===== src/rtl/lamp_fpu_sqrt_rndpack.sv =====
// Rounds (RNE), saturates and packs the sqrt result, then queues it for a ready/valid consumer.
// Latency: one cycle from valid_i to valid_o when the output buffer is empty.
// Backpressure: a DEPTH-entry buffer absorbs stalls; a result arriving while full and not popping is dropped (drop_o).
module lamp_fpu_sqrt_rndpack #(
  parameter int E_DW  = 8,
  parameter int F_DW  = 7,
  parameter int DEPTH = 2
) (
  input  logic                 clk,
  input  logic                 rst,
  input  logic                 valid_i,
  input  logic                 s_i,
  input  logic [E_DW-1:0]      e_i,
  input  logic [F_DW+4:0]      f_i,
  input  logic                 isToRound_i,
  input  logic                 ready_i,
  output logic                 valid_o,
  output logic [E_DW+F_DW:0]   res_o,
  output logic                 inexact_o,
  output logic                 overflow_o,
  output logic                 drop_o,
  input  logic                 clr_flags_i
);

  localparam int W  = 1 + E_DW + F_DW;
  localparam int PW = $clog2(DEPTH);
  localparam int CW = PW + 1;

  logic             lsb, guard, restSticky, roundUp;
  logic [F_DW+1:0]  mant;
  logic [E_DW-1:0]  expRnd;
  logic [F_DW-1:0]  fracRnd;
  logic             ovfEvt, inxEvt;
  logic [W-1:0]     resRnd;

  logic [W-1:0]     mem [DEPTH];
  logic [PW-1:0]    wrPtr, rdPtr;
  logic [CW-1:0]    count;
  logic             full, push, pop;

  // Round-to-nearest-even, carry renormalisation, saturation to infinity and packing.
  always_comb begin
    lsb        = f_i[4];
    guard      = f_i[3];
    restSticky = |f_i[2:0];
    roundUp    = isToRound_i & guard & (lsb | restSticky);
    mant       = {1'b0, f_i[F_DW+4:4]} + {{(F_DW+1){1'b0}}, roundUp};
    if (mant[F_DW+1]) begin
      // Carry-out: shifting right by one leaves an all-zero fraction.
      fracRnd = mant[F_DW:1];
      expRnd  = e_i + {{(E_DW-1){1'b0}}, 1'b1};
    end else begin
      fracRnd = mant[F_DW-1:0];
      expRnd  = e_i;
    end
    ovfEvt = isToRound_i & (&expRnd);
    if (ovfEvt) begin
      fracRnd = '0;
    end
    inxEvt = isToRound_i & (guard | restSticky);
    if (isToRound_i) begin
      resRnd = {s_i, expRnd, fracRnd};
    end else begin
      resRnd = {s_i, e_i, f_i[F_DW+3:4]};
    end
  end

  assign full    = (count == CW'(DEPTH));
  assign valid_o = (count != '0);
  assign pop     = valid_o & ready_i;
  assign push    = valid_i & (~full | pop);
  // Head is only meaningful while valid; present zero otherwise so reset state is clean.
  assign res_o   = valid_o ? mem[rdPtr] : '0;

  // Buffer storage: write the rounded word at the tail on every accepted result.
  always_ff @(posedge clk) begin
    if (push) begin
      mem[wrPtr] <= resRnd;
    end
  end

  // Pointer/occupancy control and drop pulse; pointers wrap naturally as DEPTH is a power of two.
  always_ff @(posedge clk) begin
    if (rst) begin
      wrPtr  <= '0;
      rdPtr  <= '0;
      count  <= '0;
      drop_o <= 1'b0;
    end else begin
      if (push) begin
        wrPtr <= wrPtr + PW'(1);
      end
      if (pop) begin
        rdPtr <= rdPtr + PW'(1);
      end
      case ({push, pop})
        2'b10:   count <= count + CW'(1);
        2'b01:   count <= count - CW'(1);
        default: count <= count;
      endcase
      drop_o <= valid_i & full & ~pop;
    end
  end

  // Sticky exception flags: only accepted results contribute; clear wins over a same-cycle set.
  always_ff @(posedge clk) begin
    if (rst || clr_flags_i) begin
      inexact_o  <= 1'b0;
      overflow_o <= 1'b0;
    end else if (push) begin
      inexact_o  <= inexact_o | inxEvt;
      overflow_o <= overflow_o | ovfEvt;
    end
  end

endmodule

===== config.mk =====
export PLATFORM = sky130hd
export DESIGN_NAME = lamp_fpu_sqrt_rndpack
export DESIGN_NICKNAME = d
export VERILOG_FILES = /design/src/rtl/lamp_fpu_sqrt_rndpack.sv
export SDC_FILE = /design/constraint.sdc
export NUM_CORES = 1
export LEC_CHECK = 0
export CORE_MARGIN = 4
export CORE_UTILIZATION = 35
export CTS_BUF_LIST = sky130_fd_sc_hd__clkbuf_16
export DETAILED_ROUTE_END_ITERATION = 7
export HOLD_SLACK_MARGIN = 0.1
export PLACE_DENSITY = 0.63
export SLEW_MARGIN = 20
export SYNTH_ARGS = -nofsm -noshare
export SYNTH_HDL_FRONTEND = slang
export SYNTH_SLANG_ARGS = --single-unit
export TNS_END_PERCENT = 50

===== constraint.sdc =====
create_clock -name clk -period 6 [get_ports clk]
set_input_delay 1.2 -clock clk [delete_from_list [all_inputs] [get_ports clk]]
set_output_delay 1.2 -clock clk [all_outputs]
set_load 0.02 [all_outputs]

# Word-level counts from Yosys, hierarchy flattened
# Memory sizes are Yosys's and may differ from the RTL's. A register that Yosys moved wholly into a read port is not among the register bits.
# Cells that the tools add are included.
word_totals:
  regBits: 7
  output_inout_bits: 20
  n_memories: 1
  ramBits: 32
  inputBits: 27
  wordCells: 46
mem_list:
  columns: ["memory", "depth", "word_bits", "read_ports", "rd_clocked_by_memory_dff", "wr", "line", "rtl"]
  rows:
  - ["mem", 2, 16, 1, 1, 1, "36", "logic [W-1:0] mem [DEPTH];"]
classes:
  n_addsub: 6
  eq_ne: 3
  n_reduce_logical: 5
  n_mux: 10
  n_bitwise: 15
op_table:
  columns: ["operator", "n"]
  rows:
  - ["$mux 16", 1]
  - ["$mux 15", 1]
  - ["$mux 7", 2]
  - ["$add 8x1->9", 1]
  - ["$add 8x1->8 const B", 1]
  - ["$and 1x1->1", 8]
  - ["$mux 8", 1]
  - ["$reduce_and 8->1", 1]
  - ["$or 1x1->1", 5]
  - ["$eq 2x2->1 const B", 2]
  - ["$mux 1", 4]
  - ["$pmux 2 s2", 1]
  - ["$reduce_bool 2->1", 2]
  - ["$reduce_or 3->1", 1]
  - ["$add 1x1->1 const B", 2]
  - ["$add 2x1->2 const B", 1]
  - ["$eq 2x1->1 const B", 1]
  - ["$not 1->1", 2]
  - ["$sub 2x1->2 const B", 1]
  - ["$logic_or 1x1->1", 1]

# Logic depth before layout (Yosys ltp)
# Gate-level depths: netlist (run 1).
logic_depth:
  depth_word: 9
  depth_mapped: 8
  ltp_nobuf: 7

# Worst setup path after synthesis (run 1)
# Ideal clock, no wire load.
synth_timing:
  kind: "input to register"
  start: "in f_i[4]"
  end: "mem mem[0][1] in the netlist's numbering, data pin"
  t_required_ps: 5727
  arrival_ps: 2616
  path_stages: 8
  path_slack_ps: 3111
  setup_ps: 273
  n_path_buf: 1
  path_cell_list: "and3_1 > ha_1 > nand4_1 > or2_1 > buf_4 > nor4_4 > a2bb2oi_4 > o22ai_1"
synth_between:
  elab_chain_len: 8
  elab_cells_between_ends: 9
synth_rtl:
  columns: ["element", "line", "rtl"]
  rows:
  - ["start, declared", "14", "input logic [F_DW+4:0] f_i,"]
  - ["$or 1x1->1", "46", "roundUp = isToRound_i & guard & (lsb | restSticky);"]
  - ["$and 1x1->1", "46", null]
  - ["$add 8x1->9 (*)", "47", "mant = {1'b0, f_i[F_DW+4:4]} + {{(F_DW+1){1'b0}}, roundUp};"]
  - ["$mux 8", "48", "if (mant[F_DW+1]) begin"]
  - ["$reduce_and 8->1", "56", "ovfEvt = isToRound_i & (&expRnd);"]
  - ["$and 1x1->1", "56", null]
  - ["$mux 7 (*)", "57", "if (ovfEvt) begin"]
  - ["$mux 15 (*)", "61", "if (isToRound_i) begin"]
  - ["named net resRnd[1]", "34", "logic [W-1:0] resRnd;"]
  - ["end, declared", "36", null]
# The timed path passes the listed nets; every way through them passes the cells marked *.

# Final worst setup path (run 1)
layout_timing:
  start: "in isToRound_i"
  end: "mem mem[0][1] in the netlist's numbering, data pin"
layout_between:
  elab_chain_len: 8
  elab_cells_between_ends: 9
layout_rtl:
  columns: ["element", "line", "rtl"]
  rows:
  - ["start, declared", "15", "input logic isToRound_i,"]
  - ["$and 1x1->1 (2 in a row)", "46", null]
  - ["$add 8x1->9", "47", null]
  - ["$mux 8", "48", null]
  - ["$reduce_and 8->1", "56", null]
  - ["$and 1x1->1", "56", null]
  - ["$mux 7", "57", null]
  - ["$mux 15 (*)", "61", null]
  - ["named net resRnd[1]", "34", null]
# Marked as above.

==> flow_summary.ini, run 1 <==
[sta]
fin_tns_setup_ns = 0
max-slew-margin-rel_pct = 33.62
setup_violations = 0
slew_violations = 0
fin_skew_ns = 0.005578
worst_slew_pin_slew_ns = 0.9944
grt_setup_unrepaired = no
fmax_mhz = 272.2
finalHoldViolations = 0
fin_crit_sh_pct = 61.22
min_period_ns = 3.673

[drt]
ant_nets = 0
drc = 0
viasPerCell = 4.983
finalWirelength_mm = 4.068
vias = 1505
wl_per_cell_um = 13.47
drtIter0Drc = 63
drt_pass1_iterations = 4

[clocking]
clk_pin_slew_ns = 0.06
insertion_delay_ns = 0.27
cts-htree-levels = 2
postCtsSetupRepairBufs = 0
cts.sinks = 40
hold_buffers = 0
cts_tree = built
numCtsBuffers = 5
cts-root-buf = clkbuf_16
clk_path_buf_depth = 2
cts_repair_resize_count = 0

[global_route]
antenna_found_initial = 0
gr-total-overflow = 0
grt_pass1_vias = 1443
grt_pass1_wl_mm = 6.755
grt_max_degree = 18
grt_usage_pct = 11.77

[synth]
synth_area_leaders = edfxtp_1 (48%), mux2i_1 (8.4%), dfxtp_1 (8.0%)
syn_nets = 209
synth-main-ff-cell = edfxtp_1
synth_most_common_cell = edfxtp_1
yosysTopAreaCell = edfxtp_1
syn-cell-area_mm2 = 0.002014
syn_inst = 180
synth_commonest_cells = edfxtp_1 (32), nor2_1 (29), mux2i_1 (17), nor3_1 (10)
synth_edf_count = 32
synth_cell_types = 36
ys_ff_latch = 40
seq_area_frac_synth_pct = 55.65
yosys_warnings = 0
synth_top_area_share_pct = 47.70
synth_area_per_cell_um2 = 11.19
async_flop_share_pct = 0

[place]
hpwl_mm = 3.023
gp_routability_congestion = 0.7898
placedCellCount = 294
placed_cell_area_mm2 = 0.002552
io_buffers = 46

[pwr]
p_leak_nw = 0.9272
ir_drop_mv = 0.1311
p_per_area_mw_per_mm2 = 253.2

[setup_path]
cp_max_fo = 15
path_delay_family = simple AND/OR/NAND/NOR gates
setup.worst_path.start_class = input port
crit_chain = clkdlybuf4s50_1, and3_1, ha_1, nand4_1, or2_1, nor4_4, a2bb2oi_4, o22ai_1
slowest_stage = clkdlybuf4s50_1
path_buf_inv = 1
crit_required_ns = 6.00
worstPathArrival_ns = 3.67
critPathMaxStageDelay_ns = 0.78
critical_path_class = in2reg
end_kind = flip-flop

[floorplanning]
dieArea_mm2 = 0.007033
initial_core_util_pct = 36.36
fp.coreArea_mm2 = 0.005540
io_pins = 47
std_cell_rows = 27
die_h_um = 83.87
fp.dieW_um = 83.87

[final_layout]
num_antenna_cells = 0
layout-drive-gt1-share_pct = 6.522
fillers = 527
fin_cells = 302
stdcell_area_mm2 = 0.002696
area_delta_synth_final_pct = 33.85
final_nets = 258

[status]
outcome = finished, final reports clean

[flow_run]
cap_violations = 0

[hold_path]
worstHoldPathType = reg2reg
## layer usage
layer	vias up	routed length, um	global-route usage (%)
li1	767	-	-
met2	38	1718	17.64
met3	4	198	2.863
met4	0	44	3.509
met1	696	2107	16.80
met5	-	0	0
## final cells by class
type / instances / area (um^2) / share of cell area (%)
clock buffers: 5 / 125.1 / 4.640
multi-input cells: 128 / 845.8 / 31.37
repair buffers: 48 / 475.5 / 17.63
flip-flops and latches: 40 / 1121 / 41.58
well taps: 72 / 90.09 / 3.341
inverters: 6 / 22.52 / 0.8353
clock inverters: 3 / 16.27 / 0.6032
## report_power, final
part	switching, W	internal [W]
sequential	0.00000916	0.000319
combinational	0.0000564	0.0000530
clock	0.0000939	0.000151
total	0.000159	0.000523
## flip-flops by register name (all words and copies together) (netlist names), named ones only
signal      count
count           2
drop_o          1
inexact_o       1
mem            32
overflow_o      1
rdPtr           1
wrPtr           1
## stage by stage
step	util, %	total power [W]	hold slack (ns)	setup slack, ns
finish	48.67	0.0006826	0.5010	2.327
CTS	48.62	0.0006892	0.5079	2.354
global route	48.67	0.0007150	0.5419	2.136
global placement	46.07	0.0004431	0.4880	2.130
detailed placement	46.07	0.0004441	0.4895	2.060
floorplan	-	0.0003891	0.4725	3.111
## path summary, 6_finish.rpt
| check | startpoint | endpoint | slack [ns] | cells after the start |
|---|---|---|---|---|
| min reg2reg | overflow_o | overflow_o | 0.50 | 1 |
| min | overflow_o | overflow_o | 0.50 | 1 |
| max | isToRound_i | mem[0][1] | 2.33 | 8 |
| max reg2reg | count[1] | flip-flop | 4.49 | 5 |
## cell families (layout without fill, tap and decap cells)
logic type | count (synthesis) | after routing | share of synthesized area (%)
buffers and inverters | 12 | 62 | 2.484
xor gates and xnor gates | 9 | 9 | 3.913
AOI/OAI and AO/OA | 24 | 24 | 8.385
muxes | 19 | 19 | 9.565
and+or+nand+nor | 74 | 74 | 18.76
adders and majority gates | 2 | 2 | 1.242
DFF | 40 | 40 | 55.65
## layout by cell type (no fill, tap or decap), types with 7 or more instances in the layout
cell type and instances:
mux2i_1 17, nor3_1 10, nand3_1 9, a21oi_1 9, nand2_1 7, clkdlybuf4s50_1 46, dfxtp_1 8, nor2_1 28
inv_1 7, edfxtp_1 32
Note: power is estimated with default switching activity, not from simulation.
==> run 2, diff against run 1 <==
==> constraint.sdc (replaced) <==
create_clock -name clk -period 3.4 [get_ports clk]
set_input_delay 0.68 -clock clk [delete_from_list [all_inputs] [get_ports clk]]
set_output_delay 0.68 -clock clk [all_outputs]
set_load 0.02 [all_outputs]
==> flow_summary.ini, run 2 (same netlist as run 1, synthesis figures left out) <==
[drt]
route.met2.wl_mm = 1.827
wl_met1_mm = 1.893
top_layer = met4
vias = 1505
ant_nets = 0
drtIter0Drc = 76
viasPerCell = 4.951
drc = 0
drt_pass1_iterations = 4
wl_per_cell_um = 13.07
met3_length_um = 226
finalWirelength_mm = 3.973

[clocking]
cts.sinks = 40
clk_pin_slew_ns = 0.05
hold_buffers = 0
cts_repair_resize_count = 0
numCtsBuffers = 5
cts-htree-levels = 2
cts_tree = built
clk_path_buf_depth = 2
insertion_delay_ns = 0.27
postCtsSetupRepairBufs = 0
cts-root-buf = clkbuf_16

[sta]
fin_crit_sh_pct = 82.10
min_period_ns = 2.791
fin_skew_ns = 0.003852
setup_violations = 0
worst_slew_pin_slew_ns = 0.6834
slew_violations = 0
fin_ws_ns = 0.6085
max-slew-margin-rel_pct = 54.39
grt_setup_unrepaired = no
fmax_mhz = 358.2
fin_tns_setup_ns = 0
finalHoldViolations = 0

[setup_path]
cp_max_fo = 8
rr_worst_depth = 5
setup.worst_path.start_class = input port
reg2reg_slack_ns = 1.89
r2r-start = count[0]
end_kind = flip-flop
worstPathArrival_ns = 2.80
crit_required_ns = 3.40
critical_path_class = in2reg
r2r-end = rdPtr

[status]
outcome = finished, final reports clean

[final_layout]
largest_reg_flops = 32
mostFrequentLayoutCell = clkdlybuf4s50_1
largest_register = mem
most-common-layout-cells = clkdlybuf4s50_1 (46), edfxtp_1 (32), nor2_1 (28)
layout-drive-gt1-share_pct = 7.328
area_delta_synth_final_pct = 35.71
final_nets = 260
fillers = 523
final-seq-area_mm2 = 0.001121
num_antenna_cells = 0
multiInputGateArea_um2 = 845.8
reg_top3 = mem x32, count x2

[pwr]
p_leak_nw = 0.9513
p_per_area_mw_per_mm2 = 467.6
ir_drop_mv = 0.3146
fin_total_pwr_w = 0.001278

[global_route]
grt_usage_pct = 11.89
antenna_found_initial = 0
grt_max_degree = 18
grt_pass1_vias = 1465
grt_pass1_wl_mm = 6.865
gr-total-overflow = 0

[flow_run]
cap_violations = 0

[place]
io_buffers = 46
hpwl_mm = 3.014
place_ws_ns = 0.3386
gp_routability_congestion = 0.7510

[hold_path]
min_path_cells = 2
worstHoldStart = rdPtr
worstHoldPathType = reg2reg

[floorplanning]
io_pins = 47
fp.dieW_um = 83.87
dieArea_mm2 = 0.007033
fp.coreArea_mm2 = 0.005540
initial_core_util_pct = 36.36
die_h_um = 83.87
std_cell_rows = 27
run 2: cell types whose count changed in the layout (fill, tap and decap cells not counted):
cell / previous run / this run
buf_4: 2 / 4
bufinv_16: 0 / 1
clkinvlp_4: 1 / 0
run 2: how the worst max path moves through the flow:
stage	start	to	slack, ns	cells after the start
global placement	f_i[4]	mem[0][5]	0.42	8
finish	f_i[4]	mem[1][5]	0.61	8
detailed placement	f_i[4]	mem[0][5]	0.34	8
global route	f_i[4]	mem[1][5]	0.43	8
CTS	count[0]	res_o[8]	0.45	3
floorplan	f_i[4]	mem[0][1]	1.03	8
run 2: report_power, final:
group	leakage, nW	internal [W]	total [W]	switching [W]
clock	0.0850	0.000341	0.000505	0.000164
sequential	0.365	0.000563	0.000571	0.00000814
combinational	0.501	0.0000950	0.000202	0.000107
total	0.951	0.000999	0.00128	0.000279
run 2: routing by layer:
layer  track usage [%]  vias to the layer above
met2             19.09                       47
met5                 0                        -
met3             2.665                        2
met1             16.05                      688
li1                  -                      768
met4             3.509                        0
run 2: area by class of cell:
class                   count  share of cell area (%)
clock inverters             3                   1.419
repair buffers             50                   17.94
clock buffers               5                   4.577
flip-flops and latches     40                   41.01
well taps                  72                   3.295
inverters                   6                  0.8238
multi-input cells         128                   30.94
run 2: worst max-delay path: stages:
cell and delay, ns:
clkdlybuf4s50_1 0.50, and3_1 0.22, ha_1 0.20, nand4_1 0.15
or2_1 0.36, nor4_4 0.30, a2bb2oi_4 0.26, o22ai_1 0.14
run 2: through the flow:
step	instance area [um^2]	utilization, %	cells	hold slack [ns]
2_1_floorplan	2014	-	180	0.4725
3_3_place_gp	2567	46.34	296	0.4883
3_5_place_dp	2567	46.34	296	0.4979
4_1_cts	2731	49.30	304	0.5183
5_1_grt	2734	49.35	304	0.5396
6_report	2734	49.35	304	0.5119
==> run 3, diff against run 2 <==
==> constraint.sdc (replaced) <==
create_clock -name clk -period 2.8 [get_ports clk]
set_input_delay 0.56 -clock clk [delete_from_list [all_inputs] [get_ports clk]]
set_output_delay 0.56 -clock clk [all_outputs]
set_load 0.02 [all_outputs]
==> flow_summary.ini, run 3 (same netlist as run 1, synthesis figures left out) <==
[status]
outcome = finished, final reports clean

[clocking]
hold_buffers = 0
clk_path_buf_depth = 2
insertion_delay_ns = 0.27
cts_repair_resize_count = 0
cts.sinks = 40
numCtsBuffers = 5
clk_pin_slew_ns = 0.05
postCtsSetupRepairBufs = 0
cts-htree-levels = 2
cts-root-buf = clkbuf_16
cts_tree = built

[setup_path]
cp_max_fo = 8
crit_chain = clkdlybuf4s50_1, and3_1, ha_1, nand4_1, or2_1, nor4_4, a2bb2oi_4, o22ai_1
end_kind = flip-flop
setup.worst_path.start_class = input port
reg2reg_slack_ns = 1.34
critPathMaxStageDelay_ns = 0.48
slowest_stage = clkdlybuf4s50_1
critical_path_class = in2reg
worstPathArrival_ns = 2.54
crit_required_ns = 2.80

[final_layout]
mostFrequentLayoutCell = clkdlybuf4s50_1
fin_cells = 312
layout-drive-gt1-share_pct = 10.42
largest_register = mem
most-common-layout-cells = clkdlybuf4s50_1 (46), edfxtp_1 (32), nor2_1 (28)
largest_reg_flops = 32
reg_top3 = mem x32, count x2
stdcell_area_mm2 = 0.002794
num_antenna_cells = 0
final_nets = 268
area_delta_synth_final_pct = 38.70

[global_route]
grt_max_degree = 18
gr-total-overflow = 0
grt_pass1_wl_mm = 6.865
antenna_found_initial = 0
grt_usage_pct = 12.20
grt_pass1_vias = 1459

[drt]
wl_per_cell_um = 12.90
finalWirelength_mm = 4.025
drtIter0Drc = 82
vias = 1517
ant_nets = 0
viasPerCell = 4.862
drc = 0
drt_pass1_iterations = 4

[place]
gp_routability_congestion = 0.8131
io_buffers = 46
placed_cell_area_mm2 = 0.002628
placedCellCount = 304
hpwl_mm = 3.122

[floorplanning]
std_cell_rows = 27
fp.coreArea_mm2 = 0.005540
die_h_um = 83.87
dieArea_mm2 = 0.007033
io_pins = 47
fp.dieW_um = 83.87
initial_core_util_pct = 36.36

[sta]
slew_violations = 0
finalHoldViolations = 0
fin_crit_sh_pct = 90.73
grt_setup_unrepaired = no
min_period_ns = 2.540
max-slew-margin-rel_pct = 57.30
fin_skew_ns = 0.003151
whs_ns = 0.5086
setup_violations = 0
fmax_mhz = 393.6
worst_slew_pin_slew_ns = 0.6398

[flow_run]
cap_violations = 0

[hold_path]
worstHoldPathType = reg2reg

[pwr]
p_leak_nw = 0.9916
p_per_area_mw_per_mm2 = 556.7
ir_drop_mv = 0.2307
## run 3: area by class of cell
type / count / area [um^2]
Inverter: 6 / 22.52
Tap cell: 72 / 90.09
Fill cell: 521 / 2746
Multi-Input combinational cell: 128 / 845.8
Timing Repair Buffer: 58 / 550.5
Sequential cell: 40 / 1121
Clock buffer: 5 / 125.1
Clock inverter: 3 / 38.79
## run 3: worst paths after layout
path | start | endpoint | cells past startpoint
worst max register to register | count[1] | rdPtr | 5
worst min-delay path | rdPtr | flip-flop | 2
worst max-delay path | isToRound_i | mem[0][5] | 8
worst min register to register | rdPtr | flip-flop | 2
## run 3: metrics by stage
stage / setup WS [ns] / total power (W) / TNS, ns / utilization, %
2_1_floorplan: 0.5511 / 0.0008337 / 0 / -
3_3_place_gp: 0.005241 / 0.0009545 / 0 / 47.43
3_5_place_dp: -0.01848 / 0.0009578 / -0.08717 / 47.43
4_1_cts: 0.01394 / 0.001576 / 0 / 50.38
5_1_grt: 0.03690 / 0.001631 / 0 / 50.43
6_report: 0.2596 / 0.001556 / 0 / 50.43
## run 3: critical path: cells and delay by family
kind                       cells  cell delay (ns)
AOI/OAI and AO/OA              2             0.41
adders and majority gates      1             0.19
buffers and inverters          1             0.48
and+or+nand+nor                4             0.90
## run 3: metal layers
metal	global-route usage (%)	vias to the layer above	routed length, um
li1	-	783	-
met1	15.92	694	1959
met2	19.52	33	1815
met3	2.863	7	173
met4	4.825	0	76
met5	0	-	0
## run 3: where the power goes
part | switching, W | total [W] | internal [W] | leakage (nW)
Sequential | 0.0000101 | 0.000694 | 0.000683 | 0.365
Clock | 0.000199 | 0.000614 | 0.000414 | 0.0850
Combinational | 0.000130 | 0.000248 | 0.000119 | 0.541
